File: src/rtl/stream_multiplexer_pkg.sv
// -----------------------------------------------------------------------------
// stream_multiplexer_pkg
//   Shared definitions for the stream_multiplexer_rr block and its arbiter.
//   - MODE_FIXED / MODE_RR : encodings of the runtime `mode` input.
//   - next_idx(idx, n)     : modulo-n increment used by the round-robin scan.
// -----------------------------------------------------------------------------
package stream_multiplexer_pkg;

    localparam logic MODE_FIXED = 1'b0;
    localparam logic MODE_RR    = 1'b1;

    // Wraps to 0 once the incremented index reaches n, so an out-of-range
    // starting index also restarts the scan at channel 0.
    function automatic int unsigned next_idx(input int unsigned idx, input int unsigned n);
        return ((idx + 1) >= n) ? 0 : (idx + 1);
    endfunction

endpackage : stream_multiplexer_pkg

File: src/rtl/stream_multiplexer_rr_arbiter.sv
// -----------------------------------------------------------------------------
// rr_arbiter
//   Purely combinational round-robin arbiter. The search for a requester
//   starts at ptr+1 and wraps modulo N, so the channel granted last time
//   (held in ptr by the caller) has the lowest priority.
//
//   Ports:
//     req       in  N   request vector (one bit per channel)
//     ptr       in  SW  index of the most recently granted channel
//     grant     out N   one-hot grant, all zero when nothing requests
//     grant_idx out SW  binary index of the granted channel (0 if none)
//     any_grant out 1   high when grant is non-zero
// -----------------------------------------------------------------------------
module rr_arbiter
    import stream_multiplexer_pkg::*;
#(
    parameter int N  = 4,
    parameter int SW = $clog2(N)
) (
    input  logic [N-1:0]  req,
    input  logic [SW-1:0] ptr,
    output logic [N-1:0]  grant,
    output logic [SW-1:0] grant_idx,
    output logic          any_grant
);

    localparam logic [N-1:0] ONE = {{(N-1){1'b0}}, 1'b1};

    int unsigned  scan_idx;
    logic [N-1:0] req_shift;

    // Visit every channel exactly once, in priority order; the first hit wins
    // and later hits are ignored through the any_grant guard.
    always_comb begin
        grant     = '0;
        grant_idx = '0;
        any_grant = 1'b0;
        req_shift = '0;
        scan_idx  = 32'(ptr);
        for (int off = 0; off < N; off++) begin
            scan_idx  = next_idx(scan_idx, N);
            req_shift = req >> scan_idx;
            if (!any_grant && req_shift[0]) begin
                any_grant = 1'b1;
                grant     = ONE << scan_idx;
                grant_idx = SW'(scan_idx);
            end
        end
    end

endmodule : rr_arbiter

File: src/rtl/stream_multiplexer_rr.sv
// -----------------------------------------------------------------------------
// stream_multiplexer_rr
//   N-channel, W-bit stream multiplexer with per-input valid/ready, a single
//   registered output slot and a runtime choice between fixed selection
//   (legacy: `sel` picks the channel) and round-robin arbitration. Each output
//   beat carries the index of its source channel, and accepted input beats are
//   counted in a wrapping counter.
//
//   Ports:
//     clk        in  1      rising-edge clock
//     rst_n      in  1      synchronous active-low reset
//     mode       in  1      0 = fixed select via sel, 1 = round-robin
//     sel        in  SW     channel select used in fixed mode
//     in_data    in  N*W    channel k on bits [k*W +: W]
//     in_valid   in  N      per-channel valid
//     in_ready   out N      per-channel ready (combinational, at most one set)
//     out_data   out W      registered output data
//     out_chan   out SW     source channel of out_data
//     out_valid  out 1      output slot holds a beat
//     out_ready  in  1      consumer accepts the held beat
//     xfer_count out CNT_W  accepted input beats, wrapping
// -----------------------------------------------------------------------------
module stream_multiplexer_rr
    import stream_multiplexer_pkg::*;
#(
    parameter int N     = 4,
    parameter int W     = 8,
    parameter int SW    = $clog2(N),
    parameter int CNT_W = 16
) (
    input  logic             clk,
    input  logic             rst_n,
    input  logic             mode,
    input  logic [SW-1:0]    sel,
    input  logic [N*W-1:0]   in_data,
    input  logic [N-1:0]     in_valid,
    output logic [N-1:0]     in_ready,
    output logic [W-1:0]     out_data,
    output logic [SW-1:0]    out_chan,
    output logic             out_valid,
    input  logic             out_ready,
    output logic [CNT_W-1:0] xfer_count
);

    localparam logic [N-1:0] ONE = {{(N-1){1'b0}}, 1'b1};

    // Output stage and arbitration state
    logic             out_valid_q, out_valid_d;
    logic [W-1:0]     out_data_q,  out_data_d;
    logic [SW-1:0]    out_chan_q,  out_chan_d;
    logic [CNT_W-1:0] cnt_q,       cnt_d;
    logic [SW-1:0]    ptr_q,       ptr_d;

    // Arbitration results
    logic [N-1:0]  rr_grant;
    logic [SW-1:0] rr_idx;
    logic          rr_any;
    logic [N-1:0]  fixed_req;
    logic [N-1:0]  grant;
    logic [SW-1:0] grant_idx;
    logic          any_grant;
    logic [W-1:0]  grant_data;
    logic          can_load;
    logic          accept;

    rr_arbiter #(
        .N  (N),
        .SW (SW)
    ) u_arb (
        .req       (in_valid),
        .ptr       (ptr_q),
        .grant     (rr_grant),
        .grant_idx (rr_idx),
        .any_grant (rr_any)
    );

    // Fixed mode looks only at the selected channel, so other channels' valid
    // bits can never influence in_ready. A select beyond N-1 grants nothing.
    always_comb begin
        grant     = '0;
        grant_idx = '0;
        any_grant = 1'b0;
        fixed_req = '0;
        if (mode == MODE_RR) begin
            grant     = rr_grant;
            grant_idx = rr_idx;
            any_grant = rr_any;
        end else if (int'(sel) < N) begin
            fixed_req = in_valid >> sel;
            if (fixed_req[0]) begin
                grant     = ONE << sel;
                grant_idx = sel;
                any_grant = 1'b1;
            end
        end
    end

    // One-hot grant drives an AND-OR data select.
    always_comb begin
        grant_data = '0;
        for (int k = 0; k < N; k++) begin
            if (grant[k]) begin
                grant_data = in_data[k*W +: W];
            end
        end
    end

    // The slot may be refilled in the same cycle it drains, giving full
    // throughput. rst_n gates ready so nothing looks accepted during reset.
    assign can_load = !out_valid_q || out_ready;
    assign accept   = any_grant && can_load;
    assign in_ready = grant & {N{can_load && rst_n}};

    always_comb begin
        out_valid_d = out_valid_q;
        out_data_d  = out_data_q;
        out_chan_d  = out_chan_q;
        cnt_d       = cnt_q;
        ptr_d       = ptr_q;
        if (accept) begin
            out_valid_d = 1'b1;
            out_data_d  = grant_data;
            out_chan_d  = grant_idx;
            cnt_d       = cnt_q + CNT_W'(1);
            // The pointer only advances on round-robin grants; fixed-mode
            // traffic leaves the rotation where it was.
            if (mode == MODE_RR) begin
                ptr_d = grant_idx;
            end
        end else if (out_valid_q && out_ready) begin
            out_valid_d = 1'b0;
        end
    end

    // ---- registered output stage ----
    always_ff @(posedge clk) begin
        if (!rst_n) begin
            out_valid_q <= 1'b0;
            out_data_q  <= '0;
            out_chan_q  <= '0;
            cnt_q       <= '0;
            ptr_q       <= SW'(N - 1);
        end else begin
            out_valid_q <= out_valid_d;
            out_data_q  <= out_data_d;
            out_chan_q  <= out_chan_d;
            cnt_q       <= cnt_d;
            ptr_q       <= ptr_d;
        end
    end

    assign out_valid  = out_valid_q;
    assign out_data   = out_data_q;
    assign out_chan   = out_chan_q;
    assign xfer_count = cnt_q;

endmodule : stream_multiplexer_rr

File: config.mk
export PLATFORM = sky130hd
export DESIGN_NAME = stream_multiplexer_rr
export DESIGN_NICKNAME = d
export VERILOG_FILES = /design/src/rtl/stream_multiplexer_pkg.sv /design/src/rtl/stream_multiplexer_rr_arbiter.sv /design/src/rtl/stream_multiplexer_rr.sv
export SDC_FILE = /design/constraint.sdc
export NUM_CORES = 1
export LEC_CHECK = 0
export CAP_MARGIN = 25
export CORE_MARGIN = 3
export CORE_UTILIZATION = 55
export DETAILED_ROUTE_END_ITERATION = 12
export DONT_BUFFER_PORTS = 1
export GPL_ROUTABILITY_DRIVEN = 1
export PLACE_DENSITY = 0.7
export SLEW_MARGIN = 20
export SYNTH_ARGS = -nofsm -noshare
export SYNTH_HDL_FRONTEND = slang
export SYNTH_HIERARCHICAL = 1
export SYNTH_SLANG_ARGS = --single-unit
File: constraint.sdc
create_clock -name clk -period 6 [get_ports clk]
set_input_delay 1.2 -clock clk [delete_from_list [all_inputs] [get_ports clk]]
set_output_delay 1.2 -clock clk [all_outputs]
set_load 0.02 [all_outputs]
# --- Yosys cells after proc, flatten, opt, wreduce, memory -nomap -nowiden ---
# Cells that the tools add are included.
classes:
  bitwise_logic: 1
  muxes: 28
  n_addsub: 5
  magnitude_cmp: 4
  n_shift: 10
  n_reduce_logical: 13
ops:
  columns: ["operator", "n"]
  rows:
  - ["$mux 32", 4]
  - ["$shl 1x32->4 const A", 4]
  - ["$shr 4x32->1", 4]
  - ["$add 32x1->32 const B", 3]
  - ["$ge 32x3->1 const B", 3]
  - ["$mux 8", 4]
  - ["$mux 4", 6]
  - ["$add 16x1->16 const B", 1]
  - ["$mux 2", 6]
  - ["$mux 1", 8]
  - ["$logic_and 1x1->1", 6]
  - ["$and 4x4->4", 1]
  - ["$logic_not 1->1", 4]
  - ["$shl 1x2->4 const A", 1]
  - ["$shr 4x2->1", 1]
  - ["$add 2x1->3 const B", 1]
  - ["$ge 3x3->1 const B", 1]
  - ["$reduce_and 2->1", 1]
  - ["$reduce_bool 2->1", 1]
  - ["$logic_or 1x1->1", 1]
word_totals:
  ff_bits: 29
  elab_cells: 66
  input_bits: 42
  output_inout_bits: 31

# --- Logic depth before layout (Yosys ltp) ---
depth:
  word_depth: 20
  mapped_depth: 15
  mapped_depth_nobuf: 11

# --- Cells and area by module ---
# Netlist, hierarchy kept.
modules_own_cells:
  columns: ["mod", "cells_each", "seq_area_each_um2", "area_each_um2", "instances"]
  rows:
  - ["stream_multiplexer_rr", 215, 580.6, 1859.3, 1]
  - ["rr_arbiter", 66, 0.0, 531.8, 1]

# --- Worst setup path after synthesis ---
# Ideal clock, no wire load.
synth_path:
  kind: "input to output"
  startpoint: "input in_valid[1]"
  endpoint: "output in_ready[2]"
  path_slack_ns: 1.441
  n_path_buf: 2
  arrival_time_ns: 3.359
  t_required_ns: 4.800
  path_stages: 10
  path_cell_list: "mux2_2 > or4_4 > a21oi_4 > a22oi_1 > nand2_1 > and2_1 > clkbuf_1 > or2_0 > buf_2 > nor2b_1"
synth_between:
  elab_chain_cells: 13
  word_cells_on_any_way: 21
  cone_classes: "5 x shift; 9 x mux; 1 x bitwise; 6 x reduce/logical"
synth_rtl:
  columns: ["element", "line", "text"]
  rows:
  - ["start, declared", "stream_multiplexer_rr.sv:36", "input logic [N-1:0] in_valid,"]
  - ["$shr 4x32->1", "stream_multiplexer_rr_arbiter.sv:42", "req_shift = req >> scan_idx;"]
  - ["$mux 1", "stream_multiplexer_rr_arbiter.sv:43", "if (!any_grant && req_shift[0]) begin"]
  - ["$logic_not 1->1", "stream_multiplexer_rr_arbiter.sv:43", null]
  - ["$logic_and 1x1->1", "stream_multiplexer_rr_arbiter.sv:43", null]
  - ["$mux 1", "stream_multiplexer_rr_arbiter.sv:43", null]
  - ["$logic_not 1->1", "stream_multiplexer_rr_arbiter.sv:43", null]
  - ["$logic_and 1x1->1", "stream_multiplexer_rr_arbiter.sv:43", null]
  - ["$mux 1", "stream_multiplexer_rr_arbiter.sv:43", null]
  - ["$logic_not 1->1", "stream_multiplexer_rr_arbiter.sv:43", null]
  - ["$logic_and 1x1->1", "stream_multiplexer_rr_arbiter.sv:43", null]
  - ["$mux 4 *", "stream_multiplexer_rr_arbiter.sv:43", null]
  - ["net rr_grant[2]", "stream_multiplexer_rr.sv:55", "logic [N-1:0] rr_grant;"]
  - ["$mux 4 *", "stream_multiplexer_rr.sv:84", "if (mode == MODE_RR) begin"]
  - ["$and 4x4->4 *", "stream_multiplexer_rr.sv:112", "assign in_ready = grant & {N{can_load && rst_n}};"]
  - ["end, declared", "stream_multiplexer_rr.sv:37", "output logic [N-1:0] in_ready,"]
# The timed path passes the listed nets; every way through them passes the cells marked *.

# --- Worst setup path in the final report ---
layout_path:
  startpoint: "register ptr_q[0]"
  endpoint: "output in_ready[2]"
layout_between:
  elab_chain_cells: 17
  word_cells_on_any_way: 35
  cone_classes: "4 x add/sub; 4 x order compare; 8 x shift; 12 x mux; 1 x bitwise; 6 x reduce/logical"
layout_rtl:
  columns: ["element", "line", "text"]
  rows:
  - ["start, declared", "stream_multiplexer_rr.sv:52", "logic [SW-1:0] ptr_q, ptr_d;"]
  - ["start signal, assigned", "stream_multiplexer_rr.sv:142", "ptr_q <= SW'(N - 1);"]
  - ["start signal, assigned", "stream_multiplexer_rr.sv:148", "ptr_q <= ptr_d;"]
  - ["$add 2x1->3 *", "stream_multiplexer_pkg.sv:15", "return ((idx + 1) >= n) ? 0 : (idx + 1);"]
  - ["$ge 3x3->1", "stream_multiplexer_pkg.sv:15", null]
  - ["$mux 32 *", "stream_multiplexer_pkg.sv:15", null]
  - ["$add 32x1->32", "stream_multiplexer_pkg.sv:15", null]
  - ["$ge 32x3->1", "stream_multiplexer_pkg.sv:15", null]
  - ["$mux 32", "stream_multiplexer_pkg.sv:15", null]
  - ["$add 32x1->32 or $shr 4x32->1 (tied branches)", "stream_multiplexer_pkg.sv:15, stream_multiplexer_rr_arbiter.sv:42", null]
  - ["$ge 32x3->1 or $logic_and 1x1->1 (tied branches)", "stream_multiplexer_pkg.sv:15, stream_multiplexer_rr_arbiter.sv:43", null]
  - ["(+2 left out)", null, null]
  - ["$ge 32x3->1 or $logic_and 1x1->1 (tied branches)", "stream_multiplexer_pkg.sv:15, stream_multiplexer_rr_arbiter.sv:43", null]
  - ["$mux 32 or $mux 1 (tied branches)", "stream_multiplexer_pkg.sv:15, stream_multiplexer_rr_arbiter.sv:43", null]
  - ["$shr 4x32->1 or $logic_not 1->1 (tied branches)", "stream_multiplexer_rr_arbiter.sv:42, stream_multiplexer_rr_arbiter.sv:43", null]
  - ["$logic_and 1x1->1", "stream_multiplexer_rr_arbiter.sv:43", null]
  - ["$mux 4 *", "stream_multiplexer_rr_arbiter.sv:43", null]
  - ["net rr_grant[2]", "stream_multiplexer_rr.sv:55", null]
  - ["$mux 4 *", "stream_multiplexer_rr.sv:84", null]
  - ["$and 4x4->4 *", "stream_multiplexer_rr.sv:112", null]
# Marked as above.

==> results.txt <==
----------------------------------------------------
[Outcome]
  Result of the run ... complete, no violations

[Floorplanning]
  Cell row count ... 23
  Die ar. ... 0.00517 mm²
  Placeable core region ... about 0.004 mm²
  Top Ports ... 73
  DIE WIDTH ... between 70 and 80 µm
  Effective utilization at floorplan ... roughly three fifths
  Die Ht ... approximately 72 µm

[Routing]
  Initial drt markers ... 194
  First-pass iteration count of the detailed router ... 6
  Post-Route WL ... about 6000 µm
  Post-DRT Antenna Nets ... 0
  Via-to-Cell Ratio ... between 6 and 7
  Detailed-route DRC error count ... 0
  Routed len/inst ... 18.8 µm
  Vias post-DR ... about 2200

[Place]
  Port bufs ... 0
  Post-placement cell area ... approximately 0.0023 mm²
  Detailed Place HPWL ... about 4200 µm
  Placed cells ... 311
  Gpl congestion ... about 0.84
  Pre-CTS setup slack ... between 1000 and 1500 ps

[Synth]
  Fraction of post-synthesis cell area in the top cell type by area ... between 20 and 25%
  Share of synthesized registers carrying an async set or reset ... 0%
  Top flip-flop cell by instance count after synthesis ... sky130_fd_sc_hd__dfxtp_1
  Synthesized netlist net count ... roughly 330
  Post-synthesis cell count ... approximately 280
  Number of synthesized register bits ... 29
  Sequential element share of the synthesized area ... between 20% and 30%
  Number of unique standard cell types used by synthesis ... 60
  Synthesized-area fraction occupied by adder cells ... 4.71%
  Simple-gate portion of the synthesized area ... a little under a quarter
  Synth Area in Compound Gates ... roughly 34%
  Post-synthesis mux area share ... 7.69%
  Largest area contributor in the netlist ... sky130_fd_sc_hd__dfxtp_1
  Cell types with the largest area share after synthesis ... sky130_fd_sc_hd__dfxtp_1 24%, sky130_fd_sc_hd__a21boi_0 5.0%, sky130_fd_sc_hd__ha_1 4.7%
  Post-Synthesis Cell Area ... 0.00239 mm²
  Post-Synth XOR/XNOR Area ... 0%
  Total of warnings raised by yosys ... 6
  Most frequent cells after synthesis ... 29 x sky130_fd_sc_hd__dfxtp_1, 23 x sky130_fd_sc_hd__nand2_1, 19 x sky130_fd_sc_hd__a21oi_1, 16 x sky130_fd_sc_hd__a21boi_0, 13 x sky130_fd_sc_hd__nand3_1
  Most common cell in the netlist ... sky130_fd_sc_hd__dfxtp_1
  Avg Cell Area, Syn ... about 8.5 µm²
  Largest family of logic cells by synthesized area ... compound AO/OA/AOI/OAI gates
  Count of flip-flops with a built-in enable after synthesis ... 0

[Clock network]
  Post-CTS resize count ... 0
  Clock sink total ... 29
  Setup fix buffers added after clock tree synthesis ... 0
  Clock network latency to the later pin of the worst-skew pair ... between 200 and 300 ps
  Clock Pin Slew Worst Setup and Hold Paths ... 60 ps
  Hold buffer count at cts ... 0
  Clock tree from TritonCTS ... done
  Deepest clock path buffer count ... 2
  CTS H-tree lvls ... 2
  TritonCTS buffer count ... 5
  Buffer type at the clock tree root ... sky130_fd_sc_hd__clkbuf_8

[Final layout]
  Nets@finish ... 319
  Synthesis-to-layout area growth ... 1.88%
  Antenna diode count ... 0
  Layout cells sized above 1 ... 10.4%
  Count of placed standard cells in the final layout, fillers left out ... about 320
  Cell area after layout ... 0.00244 mm²

[GRT]
  Gr usage total ... between 20% and 30%
  Leftover overflow at the end of global routing ... 0
  Via count of the first global-routing pass ... 1959
  Pin count of the biggest net entering global routing ... 38
  Number of antenna violations at the first check in global routing ... 0
  Wire length of the first global-routing pass ... around 9500 µm

[Critical path]
  Setup crit end kind ... output pin
  Chain of cells forming the critical path ... inv_1 > ha_1 > o21ba_1 > or4_4 > a21oi_4 > a22oi_1 > nand2_1 > and2_1 > or2_0 > nor2b_1
  Highest-delay cell along the critical path ... sky130_fd_sc_hd__dfxtp_1
  Critical Path Max Stage Delay ... roughly 760 ps
  Startpoint Class ... register
  Worst Reg-to-Reg Cells ... 11
  Kind of critical path ... register to output pin
  Crit-path max FO ... 17
  Critical path arrival ... roughly 4100 ps
  Critical Path RT ... roughly 4800 ps

[Timing]
  Total negative slack for setup checks ... 0 ps
  Worst Max-Slew Pin Slew ... 685 ps
  Setup repair after global routing missed its margin ... no
  Worst slew margin relative to its limit ... 54.3%
  Clock skew after layout ... 4.90 ps
  Number of setup violations in the final report ... 0
  Least setup slack across all paths after layout ... ~700 ps
  Number of pins exceeding their max-slew limit in the final report ... 0
  Final hold vios ... 0
  Final-layout worst hold slack ... 567 ps
  Post-route clock period utilization ... 88.0%
  Maximum frequency from static timing analysis ... ~0.19 GHz
  Final critical-path required period ... 5280 ps

[Power]
  Worst supply voltage drop on vdd ... 0.143 mV
  Standby leakage power ... between 0.9 and 1 nW
  Cell Pwr Density ... 256 mW/mm²

[Flow run]
  Max cap viols ... 0

[Hold path]
  Worst hold path type ... register to register
  Count of cells along the worst hold path ... 2

----------------------------------------------------
[state kept, by name, indices dropped and copies added, names as in the netlist]
register / count
xfer_count: 16
out_valid: 1
ptr_q: 2
out_chan: 2
out_data: 8
[metal layers]
| layer | vias to the layer above | track usage (%) | wire [µm] |
|---|---|---|---|
| li1 | 1068 | - | - |
| met1 | 1051 | 33.3 | 2900 |
| met2 | 67 | 32.9 | 2610 |
| met3 | 5 | 6.79 | 417 |
| met4 | 0 | 6.26 | 46 |
| met5 | - | 0 | 0 |
[worst max-delay path: cells and delay by family (launching register included)]
family,cells,cell delay [ps]
and+or+nand+nor,5,1860
adders and majority gates,1,320
DFF,1,760
buffers and inverters,1,220
AOI/OAI and AO/OA,3,630
[final cells by class]
cell class / count / area (µm²)
inverters: 6 / 22.5
multi-input cells: 225 / 1680
well taps: 50 / 62.6
fillers: 379 / 1650
repair buffers: 1 / 7.51
clock buffers: 7 / 86.3
flip-flops and latches: 29 / 581
[worst paths after layout]
path | slack, ps | start | endpoint
worst max-delay path | 720 | ptr_q[0]$_SDFFE_PN1P_ | in_ready[2]
worst max register to register | 2120 | ptr_q[0]$_SDFFE_PN1P_ | out_data[6]$_SDFFE_PN0P_
worst min-delay path | 570 | xfer_count[15]$_SDFFE_PN0P_ | xfer_count[15]$_SDFFE_PN0P_
worst min register to register | 570 | xfer_count[15]$_SDFFE_PN0P_ | xfer_count[15]$_SDFFE_PN0P_
[cells in the final DEF, fill, tap and decap left out, drive strengths merged, types with 2 or more instances in the layout]
cell / instances
a21oi: 20
o31ai: 7
and3: 2
o21bai: 9
inv: 6
and4: 2
mux2i: 12
nand2: 23
and2: 3
nand3: 13
clkbuf: 7
nor2b: 4
o311a: 8
mux4: 2
a21boi: 16
o21ba: 2
ha: 9
a22oi: 8
or4: 8
nor3b: 2
o221a: 9
o21ai: 6
nand4: 5
or2: 2
nor2: 9
nor3: 3
dfxtp: 29
nor4: 4
nand2b: 9
a211o: 8
a211oi: 2
[stage by stage]
stage | utilization (%) | total power [mW]
after floorplan | - | 0.428
after global placement | 57.5 | 0.463
after detailed placement | 57.5 | 0.463
after CTS | 59.6 | 0.623
after global routing | 59.6 | 0.658
final | 59.6 | 0.624
[report_power, final]
group / internal (mW) / switching [mW] / leakage, nW / total, mW
logic: 0.0950 / 0.123 / 0.652 / 0.218
registers: 0.208 / 0.0345 / 0.237 / 0.243
clock network: 0.0908 / 0.0729 / 0.0443 / 0.164
total: 0.394 / 0.230 / 0.934 / 0.624
[cell families (layout without fill, tap and decap cells)]
kind of cell | Yosys count | in the layout
compound gates | 105 | 105
fa+ha+maj | 9 | 9
buf+inv | 27 | 14
flops | 29 | 29
mux | 15 | 15
simple gates | 96 | 96
Note: power is estimated with default switching activity, not from simulation.
